File: src/rtl/ula_muldiv_ctrl.sv
// ---------------------------------------------------------------------------
// ula_muldiv_ctrl
//   ALU control decoder (ALUOp/funct -> ALUControl, Shamt select) extended
//   with a MIPS HI/LO multiply/divide unit.  An iterative engine resolves one
//   bit per cycle (shift-add for multiply, restoring shift-subtract for
//   divide).  The engine runs alongside the main ALU; only instructions that
//   touch HI/LO are stalled while it is busy.
//
// Ports
//   clock       in   rising-edge clock
//   reset       in   synchronous, active-high reset
//   ALUOp       in   [3:0] operation class from main control
//   funct       in   [5:0] R-type funct field
//   valid       in   instruction in this stage is real (not a bubble)
//   rs_val      in   [WIDTH-1:0] operand A (multiplicand/dividend, MT source)
//   rt_val      in   [WIDTH-1:0] operand B (multiplier/divisor)
//   ALUControl  out  [3:0] ALU operation code (combinational)
//   Shamt       out  shift amount from the shamt field (combinational)
//   md_stall    out  hold the pipeline, HI/LO instruction not accepted
//   mf_en       out  instruction is MFHI/MFLO, writeback selects md_result
//   md_result   out  [WIDTH-1:0] HI for MFHI, LO for MFLO, else 0
//   busy        out  engine running (registered)
//   hi, lo      out  [WIDTH-1:0] architectural HI/LO registers (registered)
// ---------------------------------------------------------------------------
module ula_muldiv_ctrl #(
    parameter int WIDTH = 32
) (
    input  logic             clock,
    input  logic             reset,
    input  logic [3:0]       ALUOp,
    input  logic [5:0]       funct,
    input  logic             valid,
    input  logic [WIDTH-1:0] rs_val,
    input  logic [WIDTH-1:0] rt_val,
    output logic [3:0]       ALUControl,
    output logic             Shamt,
    output logic             md_stall,
    output logic             mf_en,
    output logic [WIDTH-1:0] md_result,
    output logic             busy,
    output logic [WIDTH-1:0] hi,
    output logic [WIDTH-1:0] lo
);

    localparam int CW = (WIDTH > 1) ? $clog2(WIDTH) : 1;

    localparam logic [5:0] F_MFHI = 6'b010000;
    localparam logic [5:0] F_MTHI = 6'b010001;
    localparam logic [5:0] F_MFLO = 6'b010010;
    localparam logic [5:0] F_MTLO = 6'b010011;

    typedef enum logic [1:0] {
        S_IDLE = 2'b00,
        S_RUN  = 2'b01,
        S_FIX  = 2'b10
    } state_t;

    state_t             state_q, state_d;
    logic               busy_q;
    logic [CW-1:0]      cnt_q;
    logic [WIDTH-1:0]   acc_q;      // product high half / partial remainder
    logic [WIDTH-1:0]   work_q;     // multiplier bits / dividend -> quotient
    logic [WIDTH-1:0]   opb_q;      // multiplicand / divisor magnitude
    logic               is_div_q;
    logic               neg_a_q;
    logic               neg_b_q;
    logic [WIDTH-1:0]   hi_q;
    logic [WIDTH-1:0]   lo_q;

    logic               rtype_s;
    logic               is_md_s;
    logic               is_muldiv_s;
    logic               md_op_s;
    logic               accept_s;
    logic               load_s;
    logic               step_s;
    logic               fix_s;
    logic               last_s;
    logic [WIDTH:0]     add_s;
    logic [WIDTH:0]     shifted_s;
    logic [WIDTH:0]     diff_s;
    logic               ge_s;
    logic [WIDTH-1:0]   res_hi_s;
    logic [WIDTH-1:0]   res_lo_s;

    // Magnitude of a value; only signed operations take the absolute value.
    function automatic logic [WIDTH-1:0] magnitude(input logic [WIDTH-1:0] x,
                                                   input logic             sgn);
        logic [WIDTH-1:0] m;
        if (sgn && x[WIDTH-1]) begin
            m = -x;
        end else begin
            m = x;
        end
        return m;
    endfunction

    // Classify the instruction as a HI/LO operation and decide acceptance.
    always_comb begin
        rtype_s     = (ALUOp == 4'b1111);
        // MF/MT occupy 0100xx, MULT/DIV family 0110xx.
        is_muldiv_s = (funct[5:2] == 4'b0110);
        is_md_s     = (funct[5:2] == 4'b0100) || is_muldiv_s;
        md_op_s     = valid && rtype_s && is_md_s;
        accept_s    = md_op_s && !busy_q;
        md_stall    = md_op_s && busy_q;
        mf_en       = valid && rtype_s && ((funct == F_MFHI) || (funct == F_MFLO));
    end

    // ALU control decode; independent of the engine state.
    always_comb begin
        ALUControl = 4'b0010;
        Shamt      = 1'b0;
        if (ALUOp == 4'b1111) begin
            case (funct)
                6'b000000: begin ALUControl = 4'b0011; Shamt = 1'b1; end
                6'b000010: begin ALUControl = 4'b0100; Shamt = 1'b1; end
                6'b000011: begin ALUControl = 4'b1101; Shamt = 1'b1; end
                6'b000100: ALUControl = 4'b0011;
                6'b000110: ALUControl = 4'b0100;
                6'b000111: ALUControl = 4'b0101;
                6'b100000: ALUControl = 4'b0010;
                6'b100010: ALUControl = 4'b0110;
                6'b100100: ALUControl = 4'b0000;
                6'b100101: ALUControl = 4'b0001;
                6'b100110: ALUControl = 4'b1011;
                6'b100111: ALUControl = 4'b1100;
                6'b101010: ALUControl = 4'b0111;
                6'b101011: ALUControl = 4'b1111;
                6'b010000, 6'b010001, 6'b010010, 6'b010011,
                6'b011000, 6'b011001, 6'b011010, 6'b011011:
                           ALUControl = 4'b0010;
                default:   ALUControl = 4'b0000;
            endcase
        end else begin
            case (ALUOp)
                4'b0100: ALUControl = 4'b0110;
                4'b0101: ALUControl = 4'b1000;
                4'b1000: ALUControl = 4'b0010;
                4'b1010: ALUControl = 4'b0111;
                4'b1011: ALUControl = 4'b1111;
                4'b1100: ALUControl = 4'b0000;
                4'b1101: ALUControl = 4'b0001;
                4'b1110: ALUControl = 4'b1011;
                default: ALUControl = 4'b0010;
            endcase
        end
    end

    // MFHI/MFLO read port.
    always_comb begin
        if (mf_en && (funct == F_MFHI)) begin
            md_result = hi_q;
        end else if (mf_en) begin
            md_result = lo_q;
        end else begin
            md_result = '0;
        end
    end

    // Engine state register.
    always_ff @(posedge clock) begin
        if (reset) begin
            state_q <= S_IDLE;
        end else begin
            state_q <= state_d;
        end
    end

    // Engine next-state logic.
    always_comb begin
        state_d = state_q;
        case (state_q)
            S_IDLE: begin
                if (accept_s && is_muldiv_s) begin
                    state_d = S_RUN;
                end else begin
                    state_d = S_IDLE;
                end
            end
            S_RUN: begin
                if (last_s) begin
                    state_d = S_FIX;
                end else begin
                    state_d = S_RUN;
                end
            end
            S_FIX:   state_d = S_IDLE;
            default: state_d = S_IDLE;
        endcase
    end

    // Engine control strobes.
    always_comb begin
        load_s = 1'b0;
        step_s = 1'b0;
        fix_s  = 1'b0;
        case (state_q)
            S_IDLE:  load_s = accept_s && is_muldiv_s;
            S_RUN:   step_s = 1'b1;
            S_FIX:   fix_s  = 1'b1;
            default: load_s = 1'b0;
        endcase
    end

    // One-bit datapath step and final sign correction.
    always_comb begin
        last_s    = (cnt_q == CW'(WIDTH - 1));
        add_s     = work_q[0] ? ({1'b0, acc_q} + {1'b0, opb_q}) : {1'b0, acc_q};
        shifted_s = {acc_q, work_q[WIDTH-1]};
        diff_s    = shifted_s - {1'b0, opb_q};
        ge_s      = (shifted_s >= {1'b0, opb_q});
        if (is_div_q) begin
            // Remainder follows the dividend sign; with a zero divisor the
            // remainder register ends up holding |rs|, which restores rs_val.
            res_hi_s = neg_a_q ? -acc_q : acc_q;
            if (opb_q == '0) begin
                res_lo_s = {WIDTH{1'b1}};
            end else if (neg_a_q ^ neg_b_q) begin
                res_lo_s = -work_q;
            end else begin
                res_lo_s = work_q;
            end
        end else if (neg_a_q ^ neg_b_q) begin
            {res_hi_s, res_lo_s} = -{acc_q, work_q};
        end else begin
            {res_hi_s, res_lo_s} = {acc_q, work_q};
        end
    end

    // Engine datapath and architectural HI/LO registers.
    always_ff @(posedge clock) begin
        if (reset) begin
            busy_q   <= 1'b0;
            cnt_q    <= '0;
            acc_q    <= '0;
            work_q   <= '0;
            opb_q    <= '0;
            is_div_q <= 1'b0;
            neg_a_q  <= 1'b0;
            neg_b_q  <= 1'b0;
            hi_q     <= '0;
            lo_q     <= '0;
        end else begin
            if (load_s) begin
                // funct[0]=0 -> signed, funct[1]=1 -> divide.
                busy_q   <= 1'b1;
                cnt_q    <= '0;
                acc_q    <= '0;
                is_div_q <= funct[1];
                neg_a_q  <= !funct[0] && rs_val[WIDTH-1];
                neg_b_q  <= !funct[0] && rt_val[WIDTH-1];
                if (funct[1]) begin
                    work_q <= magnitude(rs_val, !funct[0]);
                    opb_q  <= magnitude(rt_val, !funct[0]);
                end else begin
                    work_q <= magnitude(rt_val, !funct[0]);
                    opb_q  <= magnitude(rs_val, !funct[0]);
                end
            end else if (step_s) begin
                cnt_q <= cnt_q + CW'(1);
                if (is_div_q) begin
                    acc_q  <= ge_s ? diff_s[WIDTH-1:0] : shifted_s[WIDTH-1:0];
                    work_q <= {work_q[WIDTH-2:0], ge_s};
                end else begin
                    {acc_q, work_q} <= {add_s, work_q[WIDTH-1:1]};
                end
            end else if (fix_s) begin
                busy_q <= 1'b0;
                hi_q   <= res_hi_s;
                lo_q   <= res_lo_s;
            end else if (accept_s && (funct == F_MTHI)) begin
                hi_q <= rs_val;
            end else if (accept_s && (funct == F_MTLO)) begin
                lo_q <= rs_val;
            end else begin
                busy_q <= busy_q;
            end
        end
    end

    assign busy = busy_q;
    assign hi   = hi_q;
    assign lo   = lo_q;

endmodule
File: config.mk
export PLATFORM = sky130hd
export DESIGN_NAME = ula_muldiv_ctrl
export DESIGN_NICKNAME = d
export VERILOG_FILES = /design/src/rtl/ula_muldiv_ctrl.sv
export SDC_FILE = /design/constraint.sdc
export NUM_CORES = 1
export LEC_CHECK = 0
export CAP_MARGIN = 25
export CORE_AREA = 4 4 195 197
export CTS_CLUSTER_DIAMETER = 50
export DETAILED_ROUTE_END_ITERATION = 8
export DIE_AREA = 0 0 199 201
export GPL_ROUTABILITY_DRIVEN = 1
export GPL_TIMING_DRIVEN = 0
export HOLD_SLACK_MARGIN = 0.06
export PLACE_DENSITY_LB_ADDON = 0.2
export SLEW_MARGIN = 15
export SYNTH_ARGS = -nofsm -noshare
export SYNTH_HDL_FRONTEND = slang
export SYNTH_SLANG_ARGS = --single-unit
File: constraint.sdc
create_clock -name clock -period 3.9 [get_ports clock]
set_clock_uncertainty 0.15 [all_clocks]
set_input_delay 0.78 -clock clock [delete_from_list [all_inputs] [get_ports clock]]
set_output_delay 0.78 -clock clock [all_outputs]
set_load 0.005 [all_outputs]
==> impl_results.md <==
- DPL Wire Length: between 60 and 70 mm
- Largest family of logic cells by synthesized area: compound AO/OA/AOI/OAI gates
- Final setup viols: 0
- Mux cell area share after synthesis: 0.06009
- IO Port Bufs: 177
- Synthesized area: 16100 um^2
- Final #Nets: 2613
- Root Buffer: clkbuf_16
- Gr ovfl total: 0
- Number of CTS-inserted buffers: 17
- Worst-case clock buffer depth: 2
- Syn_nets: 2412
- Hold Crit Class: reg -> reg
- # hold bufs at CTS: 0
- DRC: 0
- Fin util: 0.5330
- Sequential share of the synthesized area: 0.2127
- Layout Cells excl Fill: 2940
- Pleak: 0.007179 uW
- Post-Synth Adder-Cell Area: 0.06001
- Setup TNS: 0 ns
- Yosys cell types: 84
- DR iter-0 viols: 2290
- Post-synth EDFFs: 0
- Vias in the first global route: 17740
- Slew HR: 0.2775
- Worst hold slack: 0.3202 ns
- Post-Synth XOR/XNOR Area: 0.09305
- Top cell type's share of synthesized area: 0.2127
- Pin count of the biggest net entering global routing: 19
- DRT antenna net count: 0
- Setup WS post-layout: 0.05969 ns
- Yosys reg bits: 171
- Placed cell count: 2904
- Initial antenna violation count: 1
- First-pass GRT wire length: 115.0 mm
- Worst-path clk slew: 0.07 ns
- Ranking of synthesized cells by area: dfxtp_1 (21%), a21oi_1 (7.5%), ha_1 (5.8%)
- Total core area: 36260 um^2
- Yosys top cell by area: dfxtp_1
- Minimum clock period: 3.840 ns
- Die ar.: 40000 um^2
- Post-Syn Instances: between 2000 and 2500
- Layout cell share with drive strength beyond 1: 0.06553
- Die Span Y: 201 um
- Die X: 199 um
- DRT Pass-1 Iters: 6
- # H-tree levels: 4
- Fmax achieved: approximately 260 MHz
- Final hold violations: 0
- Worst-Skew Late Latency: 0.46 ns
- Antenna Cells: 0
- Crit Path Category: reg -> reg
- PwrDens: ~210 nW/um^2
- # IOs: roughly 180
- CTS tree: yes
- Post-synth ARST share: 0
- Worst vdd ir: 349.0 uV
- Max FO, Critical Path: 10
- CP Capture Type: flop
- Worst EP required: a little over 4 ns
- Final period utilization: 0.9847
- Cells on worst reg2reg path: 14
- Ys Warns: 0
- Pre-CTS setup slack: -1.324 ns
- Complex-gate fraction of the synthesized area: 0.2876
- GRT Total Usage: 0.3798
- Max Transition Viols Final: 0
- Critical Path Start Type: flop
- Critical path arrival: 3.99 ns
- GP Congestion: 1.028
- Via Count: ~19000
- Ys flop type: dfxtp_1
- WL/cell: 27.08 um
- Hold Path Depth: 2
- Post-Synth Simple-Gate Area: 0.2218
- Worst slew pin tran: 1.075 ns
- Max Cap Viol: 0
- WL final: 79.61 mm
- Vias/cell: 6.487
- Clk sinks: 171
- Syn avg cell area: a little over 7 um^2
- Starting Density: 0.4439
- Row cnt: 70
- Area grow syn2layout: 20.07%
- Outcome: completed
==> timing repair <==
item,4_1_cts,5_1_grt
gates resized for setup,53,42
pin swaps,4,6
setup endpoints to repair,96,94
endpoints found under the hold margin,0,0
buffers inserted,6,4
==> per-stage QoR <==
step / total power, uW / instance area (um^2)
CTS: 3950 / 19170
global route: 4069 / 19330
floorplan: 2069 / 16100
global placement: 2343 / 18450
detailed placement: 2346 / 18460
finish: 4002 / 19330
==> area by class of cell <==
class                           count  area (um^2)
Inverter                           80        301.5
Fill cell                        3689        16930
Buffer                            168        780.7
Sequential cell                   171         3453
Timing Repair Buffer              188         1853
Multi-Input combinational cell   1834        11820
Clock buffer                       19        442.9
Clock inverter                     12        91.34
Tap cell                          468        585.6
==> logic make-up after synthesis <==
logic type | count (synthesis)
buffers and inverters | 254
adders and majority gates | 76
DFF | 171
xor gates and xnor gates | 171
AOI/OAI and AO/OA | 723
and+or+nand+nor | 768
muxes | 96
==> layout by cell type (no fill, tap or decap), types with 12 or more instances in the layout <==
| master | synthesis | final |
|---|---|---|
| a21o_1 | 25 | 25 |
| nand3_1 | 59 | 57 |
| xnor2_1 | 97 | 97 |
| nor2_1 | 245 | 242 |
| clkbuf_16 | 0 | 17 |
| inv_1 | 78 | 77 |
| a211oi_1 | 48 | 46 |
| clkdlybuf4s50_1 | 0 | 175 |
| o211ai_1 | 48 | 48 |
| or4_1 | 14 | 14 |
| nand4_1 | 25 | 25 |
| ha_1 | 74 | 72 |
| nand2b_1 | 12 | 12 |
| or3_1 | 14 | 14 |
| o21ai_0 | 152 | 150 |
| a21oi_1 | 242 | 239 |
| xor2_1 | 74 | 74 |
| o21bai_1 | 15 | 15 |
| nor2b_1 | 22 | 22 |
| buf_4 | 3 | 17 |
| a31oi_1 | 16 | 16 |
| o221ai_1 | 33 | 33 |
| o21a_1 | 13 | 13 |
| dfxtp_1 | 171 | 155 |
| o31ai_1 | 40 | 39 |
| mux2i_1 | 91 | 91 |
| dfxtp_2 | 0 | 12 |
| nand2_1 | 243 | 243 |
| nor3_1 | 49 | 46 |
| clkbuf_1 | 136 | 126 |
| nor4_1 | 33 | 26 |
==> layer usage <==
metal | wire, um | vias to the layer above | part of all wire | global-route usage
met3 | 8671 | 190 | 0.11 | 0.08040
met1 | 33050 | 9135 | 0.42 | 0.5264
li1 | - | 8560 | - | -
met2 | 34540 | 1187 | 0.43 | 0.5864
met4 | 3342 | 0 | 0.042 | 0.1280
met5 | 0 | - | 0 | 0
==> path summary, 6_finish.rpt <==
kind / startpoint / to / slack [ns]
hold / removal: cnt_q[4] / cnt_q[4] / 0.32
setup reg to reg: opb_q[6] / acc_q[19] / 0.06
hold reg to reg: cnt_q[4] / cnt_q[4] / 0.32
setup / recovery: opb_q[6] / acc_q[19] / 0.06
==> worst max-delay path, cell delays in order (launching register included) <==
cell and delay (ns):
dfxtp_1 0.40, inv_1 0.06, ha_1 0.34, a211o_1 0.37
a21oi_2 0.21, a2bb2oi_2 0.33, a2111oi_4 0.11, buf_4 0.18
o2111ai_4 0.27, and2_1 0.17, buf_2 0.22, buf_4 0.27
mux2_2 0.37, a21oi_1 0.15, a21oi_1 0.09
==> flip-flops by register name, summed over array words and instances, names as in the netlist <==
signal / cells
hi: 32
opb_q: 32
acc_q: 32
state_q: 2
is_div_q: 1
cnt_q: 5
neg_b_q: 1
neg_a_q: 1
busy: 1
work_q: 32
lo: 32
==> power breakdown <==
group,internal [uW],switching (uW)
clock network,835,820
registers,1740,3.82
logic,209,391
==> synth_stat cells (33+ instances only) <==
master,n
o21ai_0,152
nor4_1,33
nand3_1,59
dfxtp_1,171
o211ai_1,48
clkbuf_1,136
o31ai_1,40
a211oi_1,48
ha_1,74
xnor2_1,97
o221ai_1,33
nor2_1,245
xor2_1,74
a21oi_1,242
nor3_1,49
nand2_1,243
mux2i_1,91
inv_1,78
Power figures use the tool's default switching activity.
